`src/rtl/led_pattern_gen.sv`:
```
// led_pattern_gen: drives N_LED outputs with an animated pattern advanced
// by a programmable free-running prescaler.
//   clk    : system clock
//   rst_n  : asynchronous active-low reset
//   en     : 1 = prescaler runs and pattern advances, 0 = freeze
//   mode   : 0 rotate-left, 1 rotate-right, 2 ping-pong, 3 blink-all
//   period : clock cycles per pattern step (0 and 1 both mean every cycle)
//   led    : LED drive, 1 = on
//   step   : one-cycle pulse coincident with each stepped led value
module led_pattern_gen #(
  parameter int N_LED = 8,
  parameter int CNT_W = 28
) (
  input  logic             clk,
  input  logic             rst_n,
  input  logic             en,
  input  logic [1:0]       mode,
  input  logic [CNT_W-1:0] period,
  output logic [N_LED-1:0] led,
  output logic             step
);

  typedef enum logic [1:0] {
    M_ROTL  = 2'd0,
    M_ROTR  = 2'd1,
    M_PONG  = 2'd2,
    M_BLINK = 2'd3
  } mode_t;

  typedef enum logic {
    DIR_UP = 1'b0,
    DIR_DN = 1'b1
  } dir_t;

  localparam logic [N_LED-1:0] SEED    = N_LED'(1);
  localparam logic [CNT_W-1:0] CNT_ONE = CNT_W'(1);
  localparam logic [CNT_W-1:0] CNT_TWO = CNT_W'(2);

  logic [CNT_W-1:0] cnt_q, cnt_d;
  logic [N_LED-1:0] led_q, led_d;
  dir_t             dir_q, dir_d;
  mode_t            mode_q, mode_d;
  logic             step_q, step_d;

  mode_t            mode_in;
  logic [CNT_W-1:0] p_eff;
  logic             tc;
  logic             mode_chg;

  assign mode_in  = mode_t'(mode);
  assign p_eff    = (period < CNT_TWO) ? CNT_ONE : period;
  // >= rather than == so that shrinking the period below the current count
  // terminates on the next cycle instead of waiting for the counter to wrap.
  assign tc       = en && (cnt_q >= (p_eff - CNT_ONE));
  assign mode_chg = (mode_in != mode_q);

  always_comb begin
    cnt_d  = cnt_q;
    led_d  = led_q;
    dir_d  = dir_q;
    mode_d = mode_q;
    step_d = 1'b0;
    if (mode_chg) begin
      // Mode change wins over a coincident tc and applies even when frozen.
      mode_d = mode_in;
      cnt_d  = '0;
      if (mode_in == M_BLINK) begin
        led_d = '1;
      end else begin
        led_d = SEED;
        dir_d = DIR_UP;
      end
    end else if (tc) begin
      cnt_d  = '0;
      step_d = 1'b1;
      case (mode_q)
        M_ROTL:  led_d = {led_q[N_LED-2:0], led_q[N_LED-1]};
        M_ROTR:  led_d = {led_q[0], led_q[N_LED-1:1]};
        M_PONG: begin
          // Reverse on the end bit itself so the ends do not dwell.
          if (dir_q == DIR_UP) begin
            if (led_q[N_LED-1]) begin
              dir_d = DIR_DN;
              led_d = led_q >> 1;
            end else begin
              led_d = led_q << 1;
            end
          end else begin
            if (led_q[0]) begin
              dir_d = DIR_UP;
              led_d = led_q << 1;
            end else begin
              led_d = led_q >> 1;
            end
          end
        end
        default: led_d = ~led_q;
      endcase
    end else if (en) begin
      cnt_d = cnt_q + CNT_ONE;
    end
  end

  always_ff @(posedge clk or negedge rst_n) begin
    if (!rst_n) begin
      cnt_q  <= '0;
      led_q  <= SEED;
      dir_q  <= DIR_UP;
      mode_q <= M_ROTL;
      step_q <= 1'b0;
    end else begin
      cnt_q  <= cnt_d;
      led_q  <= led_d;
      dir_q  <= dir_d;
      mode_q <= mode_d;
      step_q <= step_d;
    end
  end

  assign led  = led_q;
  assign step = step_q;

endmodule

```
`config.mk`:
```
export PLATFORM = sky130hd
export DESIGN_NAME = led_pattern_gen
export DESIGN_NICKNAME = d
export VERILOG_FILES = /design/src/rtl/led_pattern_gen.sv
export SDC_FILE = /design/constraint.sdc
export NUM_CORES = 1
export LEC_CHECK = 0
export CORE_ASPECT_RATIO = 1.2
export CORE_UTILIZATION = 51
export DETAILED_ROUTE_END_ITERATION = 6
export GPL_TIMING_DRIVEN = 0
export HOLD_SLACK_MARGIN = 0.15
export PLACE_DENSITY = 0.84
export SYNTH_ARGS = -nofsm -noshare
export SYNTH_HDL_FRONTEND = slang
export SYNTH_SLANG_ARGS = --single-unit
```
`constraint.sdc`:
```
create_clock -name clk -period 2.4 [get_ports clk]
set_input_delay 0.48 -clock clk [delete_from_list [all_inputs] [get_ports clk]]
set_output_delay 0.48 -clock clk [all_outputs]
set_load 0.01 [all_outputs]
```
Word-level counts from Yosys, hierarchy flattened. Cells that the tools add are included.

Multiplexer cells: 20. Add/subtract/negate cells: 2. Shift operators: 0. Multiply operators: 0. Reduce and logical (&&, ||, !) cells: 6. Magnitude comparators: 2. Divide/modulo/power cells: 0. Eq/ne operators: 5. Bitwise operators: 1.

Operators with widths (count): $mux 28 (4); $mux 8 (6); $add 28x1->28 const B (1); $ge 28x28->1 (1); $lt 28x2->1 const B (1); $sub 28x1->28 const B (1); $pmux 8 s3 (1); $mux 1 (9); $not 8->8 (1); $eq 2x2->1 const B (2); $reduce_bool 2->1 (2); $reduce_and 3->1 (1); $reduce_bool 3->1 (1); $eq 2x1->1 const B (1); $logic_not 2->1 (1); $ne 2x2->1 (1); $ne 2x2->1 const B (1); $logic_and 1x1->1 (1).

ROM bits: 0. Bits in writable memories: 0. Flip-flop bits (word level): 40. Logic and storage cells: 41. Latch bits: 0. Input bits: 33. Output and inout bits: 9. Memories: 0.

Depth between registers and ports, before layout. Gate-level depths: netlist of run 1.

Depth after elaboration: 7. Mapped depth: 17. Depth with buffers taken out: 16.

Worst setup path before layout of run 1. OpenSTA, ideal clock, no wires.

Path type: input to register. Start point: in period[21]. End point: reg led_q[3] (netlist: led[3]). Library setup time: 0.123 ns. Arrival time: 3.964 ns. Path buffers: 1. Stages: 17. Required time: 2.277 ns. Slack: -1.687 ns. Cells stage by stage: or3_1 -> nor4_1 -> a31oi_1 -> ha_1 -> nand4_1 -> or2_2 -> nor2_1 -> nand3b_1 -> xor2_1 -> ha_1 -> a21oi_1 -> nand2_1 -> a221oi_1 -> a31o_2 -> nand3_1 -> buf_2 -> o221a_2.

Word-level cells in the longest chain between the ends: 6.

RTL lines: from (decl) (RTL line 18) `input logic [CNT_W-1:0] period,`; $lt 28x2->1 (RTL line 51) `assign p_eff = (period < CNT_TWO) ? CNT_ONE : period;`; $mux 28 (*) (RTL line 51); $sub 28x1->28 (*) (RTL line 54) `assign tc = en && (cnt_q >= (p_eff - CNT_ONE));`; $ge 28x28->1 (*) (RTL line 54); $logic_and 1x1->1 (*) (RTL line 54); $reduce_bool 2->1 (no source line) (*); to (signal assigned) (RTL line 113) `led_q <= led_d;`; to (decl) (RTL line 40) `logic [N_LED-1:0] led_q, led_d;`.

Mark *: on every way between the ends. The rest lies on a longest branch, timed or not. A chain may end at the register's enable or synchronous reset.

Final worst setup path of run 1.
Start point: in period[16]. End point: reg led_q[3] (netlist: led[3]).

Same word-level chain as after synthesis.

==> reports/qor.csv, run 1 <==
metric,value,unit
register area share after synthesis,29.7,%
P_leak,1.80,nW
Final #Nets,528,
Tcrit/Tclk final,169,%
CTS tree,built,
Vias,3272,
CP startpoint kind,primary input,
"Avg Cell Area, Syn",8.48,sq um
Final Hold Slack,0.307,ns
share of total power in the clock network,28.4,%
Port Buffers,39,
"reg-to-reg slack, setup",-0.10,ns
fmax,247,MHz
"Cell Count, Final, Fillers Out",550,
failing checks,negative setup slack,
Final Skew,0.00640,ns
# DRC,0,
Tot GR Track Use,26.4,%
"EDFF count, synth",0,
"top cells by area, synth","dfrtp_1, ha_1, xnor2_1",
MaxCap Viol Count,0,
Initial Util,52.7,%
status,"finished, violations left",
CP endpoint kind,flip-flop,
main flop type after synthesis,dfrtp_1,
CP Cell Sequence,"buf_8, or4_4, nor3_4, a31oi_4, ha_4, nand4_1, or2_4, buf_6, nor4_2, xnor2_1, ha_1, nand2_1, o21ai_0, a221oi_2, buf_4, a31o_4, nand3_4, buf_8, o221a_4",
final worst slack,-1.65,ns
CP Max Fanout,6,
slew margin rel.,40.0,%
post-synth net total,461,
grt total ovfl,0,
"Hold-fix buffers, CTS",0,
clock root cell,clkbuf_8,
IO Count,42,
WL/cell,16.5,microns
top-count cell post-synth,nor2_1,
worst reg2reg path endpoint,led[3]$_DFFE_PN0P_,
slew at the pin with the worst max-slew slack,0.900,ns
asr flop ratio synth,100,%
Initial DRC Count,122,
synthesized flop and latch total,40,
Gate Count Post-Synth,398,
Via density,5.95,
Hold WC Path Type,primary input to async pin,
H-tree depth,2,
final count of negative-setup-slack endpoints,38,
largest net degree at the start of global routing,41,
DIE AREA,6950,sq um
Combinational Power Share,25.3,%
area of the core,6410,sq um
Max clock buf depth,2,
Final Hold Vio Count,0,
vias in the first global route,3197,
DRT Wirelength,9100,microns
DP HPWL,6140,microns
initial antenna violation count,0,
min cycle time layout,4.05,ns
global-route wire length before repair,14600,microns
sequential fraction of design power,46.3,%
top cells by instance count after synthesis,"nor2_1, dfrtp_1, nand2_1, ha_1, xnor2_1",
PD cells,352,nW/um^2
sw frac,30.9,%
"Distinct cells, synth",54,
remaining antenna violation count,0,
slowest cell on the critical path,or4_4,
Final Slew Violations,0,
Die Ht,91.1,microns
Mapped Area,3380,sq um
Ant. Diodes,0,
net switching power,0.000479,W
share of cells above drive strength 1,24.1,%
worst r2r src,cnt_q[19]$_DFFE_PN0P_,
Max stage delay on crit path,0.57,ns
CTS Buf Count,5,
worst skew pair latency,0.30,ns
clock sinks,40,
drt pass-1 iters,4,
RSZ-0062 raised after global routing,true,
Die W,76.3,microns
"Data required, critical path",2.59,ns
Clock Pin Slew Worst Setup and Hold Paths,0.08,ns
area grow syn2layout,30.6,%
critical path class,primary input to flip-flop,
critical path's most frequent cell,buf_8,
Ys Warns,0,
Int Pwr,0.00107,W
FF-to-FF path depth,9,
crit path DAT,4.24,ns
Rows,32,
gpl congestion,0.860,
post-synth top area cell,dfrtp_1,
Synth top area share,28.9,%
Max IR drop VDD,0.326,mV
Placed Instances,522,
-- metal layers --
layer	wire length, microns	share of wire (%)	track usage (%)
met1	3760	41	30.8
met2	4860	53	48.2
met3	260	2.9	4.12
met4	216	2.4	9.78
met5	0	0	0
-- sequential cells by signal (all words and copies together) (netlist names) --
register and flops:
cnt_q 28, led 8, mode_q 2, dir_q 1, step 1
-- power groups by stage --
stage / clock, W / combinational [W] / sequential (W)
after floorplan: 0 / 0.000197 / 0.000732
after global placement: 0 / 0.000345 / 0.000731
after detailed placement: 0 / 0.000354 / 0.000731
after CTS: 0.000444 / 0.000381 / 0.000718
after global routing: 0.000484 / 0.000429 / 0.000722
final: 0.000441 / 0.000393 / 0.000719
-- worst max-delay path, delay by kind of cell --
| kind | cells | cell delay (ns) |
|---|---|---|
| AND/OR/NAND/NOR | 7 | 1.43 |
| XOR/XNOR | 1 | 0.17 |
| adder cells (fa/ha/maj) | 2 | 0.46 |
| buffers and inverters | 4 | 0.60 |
| AO/OA/AOI/OAI | 5 | 1.09 |
-- stage by stage --
stage / cell area [sq um] / setup WS [ns] / setup TNS (ns) / util (%) / power, W
after floorplan: 3500 / -1.30 / -46.71 / - / 0.000928
after global placement: 3990 / -2.53 / -96.92 / 62.3 / 0.00108
after detailed placement: 3990 / -2.56 / -93.73 / 62.2 / 0.00108
after CTS: 4330 / -1.46 / -53.08 / 67.6 / 0.00154
after global routing: 4410 / -1.77 / -61.58 / 68.8 / 0.00163
final: 4410 / -1.65 / -57.02 / 68.8 / 0.00155
-- timing repair --
action / in CTS / in global routing
gates resized for setup: 107 / 17
setup buffers: 15 / 6
cloned: 1 / 0
setup endpoints to repair: 38 / 38
pin swaps: 19 / 17
-- area by class of cell --
cell class                      count  area (sq um)
Clock buffer                        5          68.8
Multi-Input combinational cell    331          2570
Fill cell                         466          2000
Inverter                           13          48.8
Clock inverter                      2          12.5
Buffer                             14          86.3
Sequential cell                    40          1000
Timing Repair Buffer               60           513
Tap cell                           85           106
-- worst max path at each step --
| stage | slack (ns) | end | depth (start not counted) | from |
|---|---|---|---|---|
| finish | -1.65 | led[3]$_DFFE_PN0P_ | 19 | period[16] |
| global route | -1.77 | led[6]$_DFFE_PN0P_ | 19 | period[16] |
| CTS | -1.46 | led[5]$_DFFE_PN0P_ | 19 | period[16] |
| detailed placement | -2.56 | led[2]$_DFFE_PN0P_ | 16 | period[19] |
| global placement | -2.53 | led[1]$_DFFE_PN0P_ | 16 | period[19] |
| floorplan | -1.30 | led[4]$_DFFE_PN0P_ | 17 | period[11] |
-- cells in the final DEF (no fill, tap or decap), drive strengths merged, types with 3 or more instances in the layout --
cell type and instances:
nor2b 4, a31oi 4, xor2 25, mux2 3, clkdlybuf4s15 8, nand2 37
nor4 7, nor2 53, a21oi 25, clkbuf 16, clkdlybuf4s50 11, o221a 7
and3 5, ha 30, dfrtp 39, dlygate4sd2 6, nand3 15, inv 13
nor3 14, nand3b 3, nand4 11, and4 4, or3 6, or4 4
xnor2 27, o21ai 17, buf 38
-- cells by family after synthesis --
kind of cell	share of synthesized area, %
AOI/OAI and AO/OA	14.5
xor gates and xnor gates	13.5
adders and majority gates	11.1
buffers and inverters	3.33
DFF	29.7
muxes	1.59
and+or+nand+nor	26.3
Note: power is estimated with default switching activity, not from simulation.
==> run 2: changes to the inputs <==
--- a/config.mk
+++ b/config.mk
@@ -8,6 +8,7 @@
 export CORE_ASPECT_RATIO = 1.2
 export CORE_UTILIZATION = 51
 export DETAILED_ROUTE_END_ITERATION = 6
+export GPL_ROUTABILITY_DRIVEN = 0
 export GPL_TIMING_DRIVEN = 0
 export HOLD_SLACK_MARGIN = 0.15
 export PLACE_DENSITY = 0.84
==> results of run 2 <==
No change in the layout: final DEF, timing and power equal those of run 1.
==> run 3: changes to the inputs <==
--- a/config.mk
+++ b/config.mk
@@ -6,12 +6,12 @@
 export NUM_CORES = 1
 export LEC_CHECK = 0
 export CORE_ASPECT_RATIO = 1.2
-export CORE_UTILIZATION = 51
+export CORE_UTILIZATION = 56
 export DETAILED_ROUTE_END_ITERATION = 6
 export GPL_ROUTABILITY_DRIVEN = 0
 export GPL_TIMING_DRIVEN = 0
 export HOLD_SLACK_MARGIN = 0.15
-export PLACE_DENSITY = 0.84
+export PLACE_DENSITY = 0.87
 export SYNTH_ARGS = -nofsm -noshare
 export SYNTH_HDL_FRONTEND = slang
 export SYNTH_SLANG_ARGS = --single-unit
==> constraint.sdc (replaced) <==
create_clock -name clk -period 5.1 [get_ports clk]
set_input_delay 1.02 -clock clk [delete_from_list [all_inputs] [get_ports clk]]
set_output_delay 1.02 -clock clk [all_outputs]
set_load 0.01 [all_outputs]
==> reports/qor.csv, run 3 (synthesis results as in run 1) <==
metric,value,unit
Biggest register,cnt_q,
Die Ht,87.1,microns
net switching power,0.000225,W
IO Count,42,
crit path buf inv count,1,
status,completed,
cell family with most CP delay,simple AND/OR/NAND/NOR gates,
Register Area,1000,sq um
largest net degree at the start of global routing,41,
Max IR drop VDD,0.212,mV
"Hold-fix buffers, CTS",0,
global-route wire length before repair,14100,microns
slowest cell on the critical path,or4_4,
sequential fraction of design power,46.4,%
"most common cell after layout, fill and taps aside",nor2_1,
"commonest non-fill, non-tap cells in the layout","nor2_1, dfrtp_1, nand2_1",
CTS Buf Count,5,
Rows,30,
CTS tree,built,
Initial Util,58.8,%
MaxCap Viol Count,0,
DIE AREA,6350,sq um
Int Pwr,0.000502,W
remaining antenna violation count,0,
critical path's most frequent cell,nand4_1,
initial antenna violation count,0,
CP startpoint,period[15],
Final Skew,0.0142,ns
CP startpoint kind,primary input,
grt total ovfl,0,
WL/cell,17.0,microns
worst r2r src,cnt_q[23]$_DFFE_PN0P_,
fmax,199,MHz
Final #Nets,518,
slew at the pin with the worst max-slew slack,0.912,ns
sw frac,30.9,%
drt pass-1 iters,4,
PD cells,172,nW/um^2
P_leak,1.76,nW
critical path class,primary input to flip-flop,
hold path start,cnt_q[20]$_DFFE_PN0P_,
Final Slew Violations,0,
slew margin rel.,39.2,%
placed cell areas,3860,sq um
Tot GR Track Use,28.8,%
Placed Instances,517,
Initial DRC Count,230,
min cycle time layout,5.03,ns
# DRC,0,
H-tree depth,2,
CP Cell Sequence,"clkdlybuf4s50_1, or4_4, nor3_4, a31oi_4, ha_4, nand4_1, or4_4, nor4_4, xnor2_1, ha_1, nand4_1, nor4_2, nand4_1, a31oi_4, o21ai_4, o221a_2",
multi-input logic area,2440,sq um
"Cell Count, Final, Fillers Out",536,
setup TNS,0,ns
CP endpoint kind,flip-flop,
clock root cell,clkbuf_8,
"Data required, critical path",5.29,ns
Final Hold Vio Count,0,
area of the core,5740,sq um
Max clock buf depth,2,
Final Hold Slack,0.595,ns
Max stage delay on crit path,0.61,ns
worst skew pair latency,0.31,ns
DRT Wirelength,9090,microns
share of total power in the clock network,29.9,%
clock sinks,40,
area grow syn2layout,25.5,%
Combinational Power Share,23.7,%
DP HPWL,6290,microns
Via density,6.16,
vias in the first global route,3182,
crit path DAT,5.22,ns
Ant. Diodes,0,
Port Buffers,39,
Largest register FFs,28,
Die W,72.9,microns
Hold WC Path Type,flip-flop to flip-flop,
Layout Utilization,73.8,%
Layout fillers,390,
Tcrit/Tclk final,98.7,%
Vias,3303,
final count of negative-setup-slack endpoints,0,
share of cells above drive strength 1,15.4,%
Clock Pin Slew Worst Setup and Hold Paths,0.09,ns
post-route cell area,4240,sq um
CP Max Fanout,7,
## run 3: cell types whose count changed in the layout (fill, tap and decap cells not counted), moves of 5 or more
cell,previous run,this run
o221a_4,5,0
buf_2,10,4
clkdlybuf4s15_2,5,0
dlygate4sd2_1,6,0
o221a_2,2,7
dlymetal6s2s_1,0,8
buf_4,19,12
clkdlybuf4s50_1,11,30
nor2_1,42,48
## run 3: layer usage
metal	GRT usage, %	share of wire (%)
met4	13.5	3.9
met1	32.9	39
met2	51.5	52
met3	5.09	4.9
met5	0	0
## run 3: power by group through the flow
stage | Sequential [W] | Clock (W) | Combinational (W)
6_report | 0.000337 | 0.000218 | 0.000172
5_1_grt | 0.000339 | 0.000231 | 0.000188
4_1_cts | 0.000337 | 0.000218 | 0.000162
3_5_place_dp | 0.000343 | 0 | 0.000156
3_3_place_gp | 0.000343 | 0 | 0.000152
2_1_floorplan | 0.000343 | 0 | 0.0000834
## run 3: final cells by class
cell class	count	share of cell area [%]
clock inverters	3	0.443
clock buffers	5	1.62
multi-input cells	331	57.5
flip-flops and latches	40	23.6
repair buffers	50	11.5
plain buffers	14	1.77
well taps	80	2.36
inverters	13	1.15
## run 3: stage by stage
| stage | power, W | setup slack [ns] |
|---|---|---|
| final | 0.000727 | 0.0687 |
| after global routing | 0.000757 | -0.0842 |
| after CTS | 0.000717 | 0.0135 |
| after detailed placement | 0.000499 | -0.901 |
| after global placement | 0.000495 | -0.796 |
| after floorplan | 0.000427 | 0.473 |
## run 3: timing repair
item,4_1_cts,5_1_grt
buffers inserted,0,10
endpoints found under the setup margin,37,32
gates resized for setup,19,23
cloned,0,1
pin swaps,4,15
## run 3: path summary, 6_finish.rpt
check / end / slack [ns] / depth (start not counted)
max: led[4]$_DFFE_PN0P_ / 0.07 / 16
min: cnt_q[20]$_DFFE_PN0P_ / 0.59 / 2
max reg2reg: led[4]$_DFFE_PN0P_ / 2.68 / 7
min reg2reg: cnt_q[20]$_DFFE_PN0P_ / 0.59 / 2
max in group asynchronous: mode_q[1]$_DFFE_PN0N_ / 3.68 / 1
min in group asynchronous: cnt_q[20]$_DFFE_PN0P_ / 0.84 / 1
## run 3: tightest hold or removal path, delay by kind of cell, from the launching register on
| family | cells | cell delay (ns) |
|---|---|---|
| xor gates and xnor gates | 1 | 0.13 |
| and+or+nand+nor | 1 | 0.04 |
| DFF | 1 | 0.40 |
